$ cat config.mk
export PLATFORM = sky130hd
export DESIGN_NAME = actor_move_scheduler
export DESIGN_NICKNAME = d
export VERILOG_FILES = /design/src/rtl/pacman_move_pkg.sv /design/src/rtl/move_next_pos.sv /design/src/rtl/actor_move_scheduler.sv
export SDC_FILE = /design/constraint.sdc
export NUM_CORES = 1
export LEC_CHECK = 0
export CAP_MARGIN = 5
export CORE_ASPECT_RATIO = 0.6
export CORE_MARGIN = 2
export CORE_UTILIZATION = 46
export DETAILED_ROUTE_END_ITERATION = 8
export PLACE_DENSITY_LB_ADDON = 0.3
export SYNTH_ARGS = -nofsm -noshare
export SYNTH_HDL_FRONTEND = slang
export SYNTH_SLANG_ARGS = --single-unit
$ cat constraint.sdc
create_clock -name clk -period 11.4 [get_ports clk]
set_input_delay 2.28 -clock clk [delete_from_list [all_inputs] [get_ports clk]]
set_output_delay 2.28 -clock clk [all_outputs]
set_load 0.005 [all_outputs]
$ cat src/rtl/pacman_move_pkg.sv
// Shared types and constants for the actor movement scheduler:
// direction codes, maze extents, coordinate widths and FSM states.
package pacman_move_pkg;

    localparam int X_W = 8;
    localparam int Y_W = 7;

    localparam logic [X_W-1:0] X_MAX = 8'd26;
    localparam logic [Y_W-1:0] Y_MAX = 7'd23;

    localparam logic [2:0] RIGHT = 3'd0;
    localparam logic [2:0] UP    = 3'd1;
    localparam logic [2:0] LEFT  = 3'd2;
    localparam logic [2:0] DOWN  = 3'd3;
    localparam logic [2:0] WAIT  = 3'd4;

    typedef enum logic [1:0] {
        S_IDLE,
        S_ISSUE,
        S_WAITQ,
        S_DONE
    } state_t;

endpackage

$ cat src/rtl/move_next_pos.sv
// Combinational next-tile calculator: one step in dir with tunnel wrap at
// the maze edges. Codes 5-7 behave as WAIT.
module move_next_pos
    import pacman_move_pkg::*;
(
    input  logic [X_W-1:0] x,
    input  logic [Y_W-1:0] y,
    input  logic [2:0]     dir,
    output logic [X_W-1:0] nx,
    output logic [Y_W-1:0] ny,
    output logic           wrap,
    output logic           needs_lookup
);

    always_comb begin
        nx           = x;
        ny           = y;
        wrap         = 1'b0;
        needs_lookup = 1'b0;
        case (dir)
            RIGHT: if (x == X_MAX) begin
                       nx = '0; wrap = 1'b1;
                   end else begin
                       nx = x + X_W'(1); needs_lookup = 1'b1;
                   end
            LEFT:  if (x == '0) begin
                       nx = X_MAX; wrap = 1'b1;
                   end else begin
                       nx = x - X_W'(1); needs_lookup = 1'b1;
                   end
            UP:    if (y == '0) begin
                       ny = Y_MAX; wrap = 1'b1;
                   end else begin
                       ny = y - Y_W'(1); needs_lookup = 1'b1;
                   end
            DOWN:  if (y == Y_MAX) begin
                       ny = '0; wrap = 1'b1;
                   end else begin
                       ny = y + Y_W'(1); needs_lookup = 1'b1;
                   end
            default: ;
        endcase
    end

endmodule

$ cat src/rtl/actor_move_scheduler.sv
// Steps every actor once per game tick through the shared map_lut port.
// Optional collision outputs are built when COLLISION_DETECT_EN is defined.
module actor_move_scheduler
    import pacman_move_pkg::*;
#(
    parameter int N_ACTORS = 5,
    parameter int MAP_LAT  = 1,
    parameter logic [8*N_ACTORS-1:0] START_X = {5{8'd13}},
    parameter logic [7*N_ACTORS-1:0] START_Y = {7'd17, {4{7'd11}}}
) (
    input  logic                  clk,
    input  logic                  reset_n,
    input  logic                  tick,
    input  logic                  restart,
    input  logic [3*N_ACTORS-1:0] dir_in,
    output logic                  map_req,
    output logic [X_W-1:0]        map_x,
    output logic [Y_W-1:0]        map_y,
    input  logic                  map_q,
    output logic [8*N_ACTORS-1:0] x_out,
    output logic [7*N_ACTORS-1:0] y_out,
    output logic                  busy,
    output logic                  frame_done,
    output logic                  overrun
`ifdef COLLISION_DETECT_EN
    ,
    output logic                  collision,
    output logic [N_ACTORS-1:0]   collide_mask
`endif
);

    localparam int IW = (N_ACTORS > 1) ? $clog2(N_ACTORS) : 1;

    state_t                state;
    logic [IW-1:0]         idx;
    logic [1:0]            lat_cnt;
    logic [3*N_ACTORS-1:0] snap;
    logic [X_W-1:0]        px [N_ACTORS];
    logic [Y_W-1:0]        py [N_ACTORS];

    logic [IW-1:0]  nxt_sel;
    logic [2:0]     nxt_dir;
    logic [X_W-1:0] c_nx;
    logic [Y_W-1:0] c_ny;
    logic           c_wrap;
    logic           c_look;
    logic           step_done;

    // The next actor's lookup is prepared at the edge that enters its ISSUE
    // slot, so map_req/map_x/map_y can be plain registers.
    always_comb begin
        nxt_sel = (state == S_IDLE) ? '0 : idx + IW'(1);
        if (nxt_sel > IW'(N_ACTORS - 1))
            nxt_sel = '0;
        nxt_dir = (state == S_IDLE) ? dir_in[2:0] : snap[3*nxt_sel +: 3];
    end

    move_next_pos u_next_pos (
        .x            (px[nxt_sel]),
        .y            (py[nxt_sel]),
        .dir          (nxt_dir),
        .nx           (c_nx),
        .ny           (c_ny),
        .wrap         (c_wrap),
        .needs_lookup (c_look)
    );

    assign step_done = ((state == S_ISSUE) && (MAP_LAT == 0)) ||
                       ((state == S_WAITQ) && (lat_cnt == 2'(MAP_LAT)));

    always_ff @(posedge clk or negedge reset_n) begin
        if (!reset_n) begin
            state      <= S_IDLE;
            idx        <= '0;
            lat_cnt    <= '0;
            snap       <= '0;
            map_req    <= 1'b0;
            map_x      <= '0;
            map_y      <= '0;
            busy       <= 1'b0;
            frame_done <= 1'b0;
            overrun    <= 1'b0;
            for (int unsigned k = 0; k < N_ACTORS; k++) begin
                px[k] <= START_X[8*k +: 8];
                py[k] <= START_Y[7*(N_ACTORS-1-k) +: 7];
            end
        end else if (restart) begin
            state      <= S_IDLE;
            idx        <= '0;
            lat_cnt    <= '0;
            map_req    <= 1'b0;
            busy       <= 1'b0;
            frame_done <= 1'b0;
            overrun    <= 1'b0;
            for (int unsigned k = 0; k < N_ACTORS; k++) begin
                px[k] <= START_X[8*k +: 8];
                py[k] <= START_Y[7*(N_ACTORS-1-k) +: 7];
            end
        end else begin
            if (tick && state != S_IDLE)
                overrun <= 1'b1;
            case (state)
                S_IDLE: if (tick) begin
                    snap    <= dir_in;
                    idx     <= '0;
                    busy    <= 1'b1;
                    state   <= S_ISSUE;
                    map_req <= c_look & ~c_wrap;
                    map_x   <= c_nx;
                    map_y   <= c_ny;
                end
                S_ISSUE: if (MAP_LAT != 0) begin
                    lat_cnt <= 2'd1;
                    state   <= S_WAITQ;
                end
                S_WAITQ: if (!step_done)
                    lat_cnt <= lat_cnt + 2'd1;
                S_DONE: begin
                    frame_done <= 1'b0;
                    busy       <= 1'b0;
                    state      <= S_IDLE;
                end
                default: state <= S_IDLE;
            endcase
            // Commit edge: map_x/map_y already hold the candidate (or the
            // unchanged/wrapped tile when no lookup was made).
            if (step_done) begin
                if (!map_req || !map_q) begin
                    px[idx] <= map_x;
                    py[idx] <= map_y;
                end
                if (idx == IW'(N_ACTORS - 1)) begin
                    state      <= S_DONE;
                    frame_done <= 1'b1;
                    map_req    <= 1'b0;
                end else begin
                    idx     <= idx + IW'(1);
                    state   <= S_ISSUE;
                    map_req <= c_look & ~c_wrap;
                    map_x   <= c_nx;
                    map_y   <= c_ny;
                end
            end
        end
    end

    always_comb begin
        x_out = '0;
        y_out = '0;
        for (int unsigned k = 0; k < N_ACTORS; k++) begin
            x_out[8*k +: 8] = px[k];
            y_out[7*k +: 7] = py[k];
        end
    end

`ifdef COLLISION_DETECT_EN
    logic [N_ACTORS-1:0] mask_now;

    always_comb begin
        mask_now = '0;
        for (int unsigned k = 1; k < N_ACTORS; k++)
            mask_now[k] = (px[k] == px[0]) && (py[k] == py[0]);
    end

    assign collision = frame_done & (|mask_now);

    always_ff @(posedge clk or negedge reset_n) begin
        if (!reset_n)
            collide_mask <= '0;
        else if (restart)
            collide_mask <= '0;
        else if (state == S_DONE)
            collide_mask <= mask_now;
    end
`endif

endmodule

* After elaboration in Yosys (flattened, before gate mapping)
Index checks and enable logic that the tools add are counted.
Operators by class: add/sub/neg operators 6, $mul 1, magnitude comparators 4, equality and inequality tests 13, shifts and indexed selects 1, multiplexer cells 72, bitwise operators 5, reductions and logical operators 25
Operators with widths (count):
- 40-bit two-way mux | 3
- 35-bit two-way mux | 3
- 8-bit two-way mux | 9
- 7-bit two-way mux | 9
- 40-bit bitwise mux | 1
- 35-bit bitwise mux | 1
- 8-bit binary-select mux with 3-bit select | 1
- 8-bit demux with 3-bit select | 1
- 3-bit two-way mux | 8
- 7-bit binary-select mux with 3-bit select | 1
- 7-bit demux with 3-bit select | 1
- 1-bit two-way mux | 21
- 8-bit one-hot mux with 2 select lines | 1
- 15-bit by 6-bit variable part select with 3-bit output | 1
- 7-bit one-hot mux with 2 select lines | 1
- 2-bit two-way mux | 6
- 3-bit nonzero test | 4
- 2-bit AND reduction | 5
- 8-bit by 1-bit adder with 8-bit output (second input constant) | 1
- 8-bit by 5-bit == test with 1-bit output (second input constant) | 1
- 4-bit >= comparator (second input constant) | 2
- 8-bit zero test | 1
- 3-bit inverter with 4-bit output | 2
- 1-bit one-hot mux with 4 select lines | 2
- 30 further kinds | 41
Storage, ports and cells: register bits after elaboration 116, bits of input ports 20, output and inout bits 94

* Longest topological paths before layout
depth after elaboration 17, gate-level depth with buffers 18

* By module
A second synthesis with hierarchy kept.
Unflattened totals: cell total of the unflattened synthesis 671, area total of the unflattened synthesis 6665.1 um2
By module, submodules not included:
- actor_move_scheduler | instances 1, cells each 522, area an instance 5750.5 um2, seq. area each 2939.1 um2
- move_next_pos | instances 1, cells each 149, area an instance 914.6 um2, seq. area each 0.0 um2

* Worst setup path after synthesis
No wires, ideal clock.
path type flip-flop to flip-flop, start point register idx[0], end point register map_x[3], library setup time 0.134 ns, arrival time 3.671 ns, path slack 7.594 ns, stages on the path, launching flop included 17, path buffers 2, cell sequence dfrtp_1 inv_1 clkbuf_1 ha_1 buf_2 nand2b_1 nor3_4 nor2_1 a221o_1 inv_1 ha_1 inv_1 a2111oi_0 and4_1 a211oi_4 a2111oi_0 a21oi_1
On the way: word-level cells in the longest chain between the ends 15, elaborated cells on any way between the ends 25
Ends and longest elaborated chain:
- from (decl) | line actor_move_scheduler.sv:35 | logic [IW-1:0] idx;
- from (signal assigned) | line actor_move_scheduler.sv:137 | idx <= idx + IW'(1);
- branches (longest 14 deep; another with 2-bit by 3-bit multiplier with 5-bit output)
- 8-bit two-way mux * | line actor_move_scheduler.sv:127 | if (step_done) begin
- to (signal assigned) | line actor_move_scheduler.sv:109 | map_x <= c_nx;
- to (signal assigned) | line actor_move_scheduler.sv:140 | map_x <= c_nx;
- to (decl) | line actor_move_scheduler.sv:17 | output logic [X_W-1:0] map_x,
Every way passes the cells marked *. The select of a mux whose other input is x is not followed. A chain may end at the register's enable or synchronous reset.

* Worst setup path after layout
Ends and elaborated chain as after synthesis.

==> results.cfg <==
[setup_path]
r2r_start = idx[0]
critPathMaxFanout = 33
crit_required_ns = 11.68
rrSetupSlack_ns = 6.01
critPathCaptureType = flop
r2r-end = map_x[3]
worstPathArrival_ns = 5.67
reg2regPathDepth = 15
worstSetupPathType = reg -> reg
startpoint_type = flop

[finish]
fill_cells = 1275
nets = 895
diodes = 0
drive_gt1_frac = 0.126
syn_to_final_growth_pct = 25.6

[clock_tree]
clockBufferDepth = 2
cts_buffers = 17
hold_buffers = 0
cts_tree = built
htree_levels = 4
clock_latency_ns = 0.42
ctsRootBufferMaster = clkbuf_16
cts_resized = 0
cts_setup_buffers = 0
cts_sinks = 116
clkSlewWorstSetupHoldPaths_ns = 0.06

[logic_synthesis]
netlist_area_um2 = 6830
synth_edf_count = 0
syn_nets = 807
postSynthCellCount = 777
ys_seq_elements = 116
synth_area_per_cell_um2 = 8.79
yosys.cell_types.count = 78
ys_seq_area_frac = 0.430
synth-async-reset-ratio = 1.00
synth_flop_cell = dfrtp_1
ys_warn_count = 0

[global_routing]
gr-usage-all-layers = 0.302
gr-total-overflow = 0
antenna_found_initial = 0
grt_max_degree = 88
grt_pass1_vias = 6174
grt_pass1_wl_mm = 36.5

[hold_path]
min_to = frame_done
min_delay_path_depth = 1
hold_class = reg -> reg
hp-start = frame_done

[power_and_ir_drop]
total_power_w = 0.00122
powerDensity_nw_per_um2 = 142
p_leak_nw = 3.43
irDropWorstVdd_mv = 0.0852

[timing]
slew_violations = 0
final.min_clock_period_ns = 5.39
clock.fmax_mhz = 186
rsz0062_at_grt = no
slew_headroom = 0.169
finalSetupViolCount = 0
tns_ns = 0
fin_skew_ns = 0.00785
hold_violations = 0
layout_worst_path_cycle_share = 0.473
tightestPinTransition_ns = 1.24

[floorplan]
fp.dieArea_um2 = 15900
rows = 34
fp.coreArea_um2 = 14500
die_y_um = 98.4
io_pins = 114
initial_core_util = 0.471
die_w_um = 161

[route]
drt-total-wl_mm = 23.4
wire_per_inst_um = 21.8
drt_first_pass_iters = 7
num_vias = 6695
route.detailed.drc = 0
drt-initial-drc-count = 922
drt.antenna.violating_nets = 0
viasPerCell = 6.22

[status]
status = finished, final reports clean

[placement]
port_buffers = 113
dp_hpwl_mm = 16.4
gp_congestion = 1.01

[flow_run]
drv_cap = 0
[state kept, by name, summed over array words and instances (netlist names), 2 cells and up]
register  count
map_y         7
idx           3
state         2
y_out        35
map_x         8
lat_cnt       2
x_out        40
snap         15
[per-layer routing]
layer,part of all wire,global-route usage
met3,0.14,0.113
met4,0.014,0.0707
met5,0,0
met2,0.40,0.398
met1,0.45,0.463
[placed cells by master, fill, tap and decap left out, types with 7 or more instances in the layout]
cell	count
a21oi_1	78
a221o_1	7
a31oi_1	8
and3_1	8
clkbuf_16	17
clkdlybuf4s50_1	111
dfrtp_1	87
dfstp_2	29
ha_1	10
inv_1	13
mux2_2	19
mux2i_1	23
nand2_1	187
nand3_1	24
nand3b_1	30
nand4_1	8
nor2_1	40
o211ai_1	8
o21ai_0	28
[worst max-delay path, cell delays in order (launching register included)]
cell       delay [ns]
dfrtp_1          0.33
buf_4            0.39
inv_1            0.34
ha_1             0.92
o21ai_0          0.39
nor2_1           0.41
nor2_1           0.16
a221o_1          0.52
inv_1            0.17
ha_1             0.16
inv_1            0.04
a2111oi_0        0.27
and4_1           0.36
a211oi_4         0.14
a2111oi_0        0.49
a21oi_1          0.13
[cells in the mapped netlist (7+ instances only)]
cell | count | area share
a31oi_1 | 8 | 0.0073
nand3_1 | 24 | 0.018
a221o_1 | 7 | 0.010
o21ai_0 | 28 | 0.021
dfrtp_1 | 87 | 0.32
nor2_1 | 40 | 0.022
nand2_1 | 187 | 0.10
mux2_2 | 19 | 0.031
and3_1 | 8 | 0.0073
o211ai_1 | 8 | 0.0088
a21oi_1 | 78 | 0.057
inv_1 | 13 | 0.0071
nand3b_1 | 30 | 0.033
nand4_1 | 8 | 0.0073
clkbuf_1 | 31 | 0.017
ha_1 | 10 | 0.018
buf_2 | 11 | 0.0081
mux2i_1 | 23 | 0.034
dfstp_2 | 29 | 0.11
[how the worst max path moves through the flow]
stage / from / to / slack [ns]
2_1_floorplan: idx[0] / map_x[3] / 7.59
3_3_place_gp: idx[0] / map_x[3] / 6.60
3_5_place_dp: idx[0] / map_x[3] / 6.27
4_1_cts: idx[0] / map_x[3] / 6.23
5_1_grt: idx[0] / map_x[3] / 5.70
6_report: idx[0] / map_x[3] / 6.01
[cell type report]
| class | count | area [µm²] | share of cell area |
|---|---|---|---|
| Tap cell | 198 | 248 | 0.0289 |
| Inverter | 13 | 48.8 | 0.00569 |
| Multi-Input combinational cell | 600 | 3620 | 0.422 |
| Sequential cell | 116 | 2940 | 0.343 |
| Timing Repair Buffer | 117 | 1150 | 0.135 |
| Clock inverter | 15 | 144 | 0.0168 |
| Clock buffer | 17 | 425 | 0.0496 |
[logic make-up after synthesis]
| group | share of synthesized area |
|---|---|
| DFF | 0.430 |
| xor gates and xnor gates | 0.00898 |
| buffers and inverters | 0.0399 |
| AOI/OAI and AO/OA | 0.201 |
| and+or+nand+nor | 0.236 |
| adders and majority gates | 0.0183 |
| muxes | 0.0650 |
[through the flow]
stage | std cells | setup slack, ns | hold WS, ns | util | area [µm²]
finish | 1076 | 6.01 | 0.500 | 0.591 | 8580
global route | 1076 | 5.70 | 0.522 | 0.591 | 8580
CTS | 1076 | 6.23 | 0.505 | 0.591 | 8580
detailed placement | 1044 | 6.27 | 0.494 | 0.552 | 8010
global placement | 1044 | 6.60 | 0.474 | 0.552 | 8010
floorplan | 777 | 7.59 | 0.472 | - | 6830
[power breakdown]
| group | internal (W) | total (W) | switching (W) |
|---|---|---|---|
| sequential | 0.000442 | 0.000497 | 0.0000554 |
| combinational | 0.0000901 | 0.000200 | 0.000110 |
| clock | 0.000305 | 0.000521 | 0.000215 |
| total | 0.000838 | 0.00122 | 0.000381 |
No activity file was read; power rests on OpenSTA's default activity.
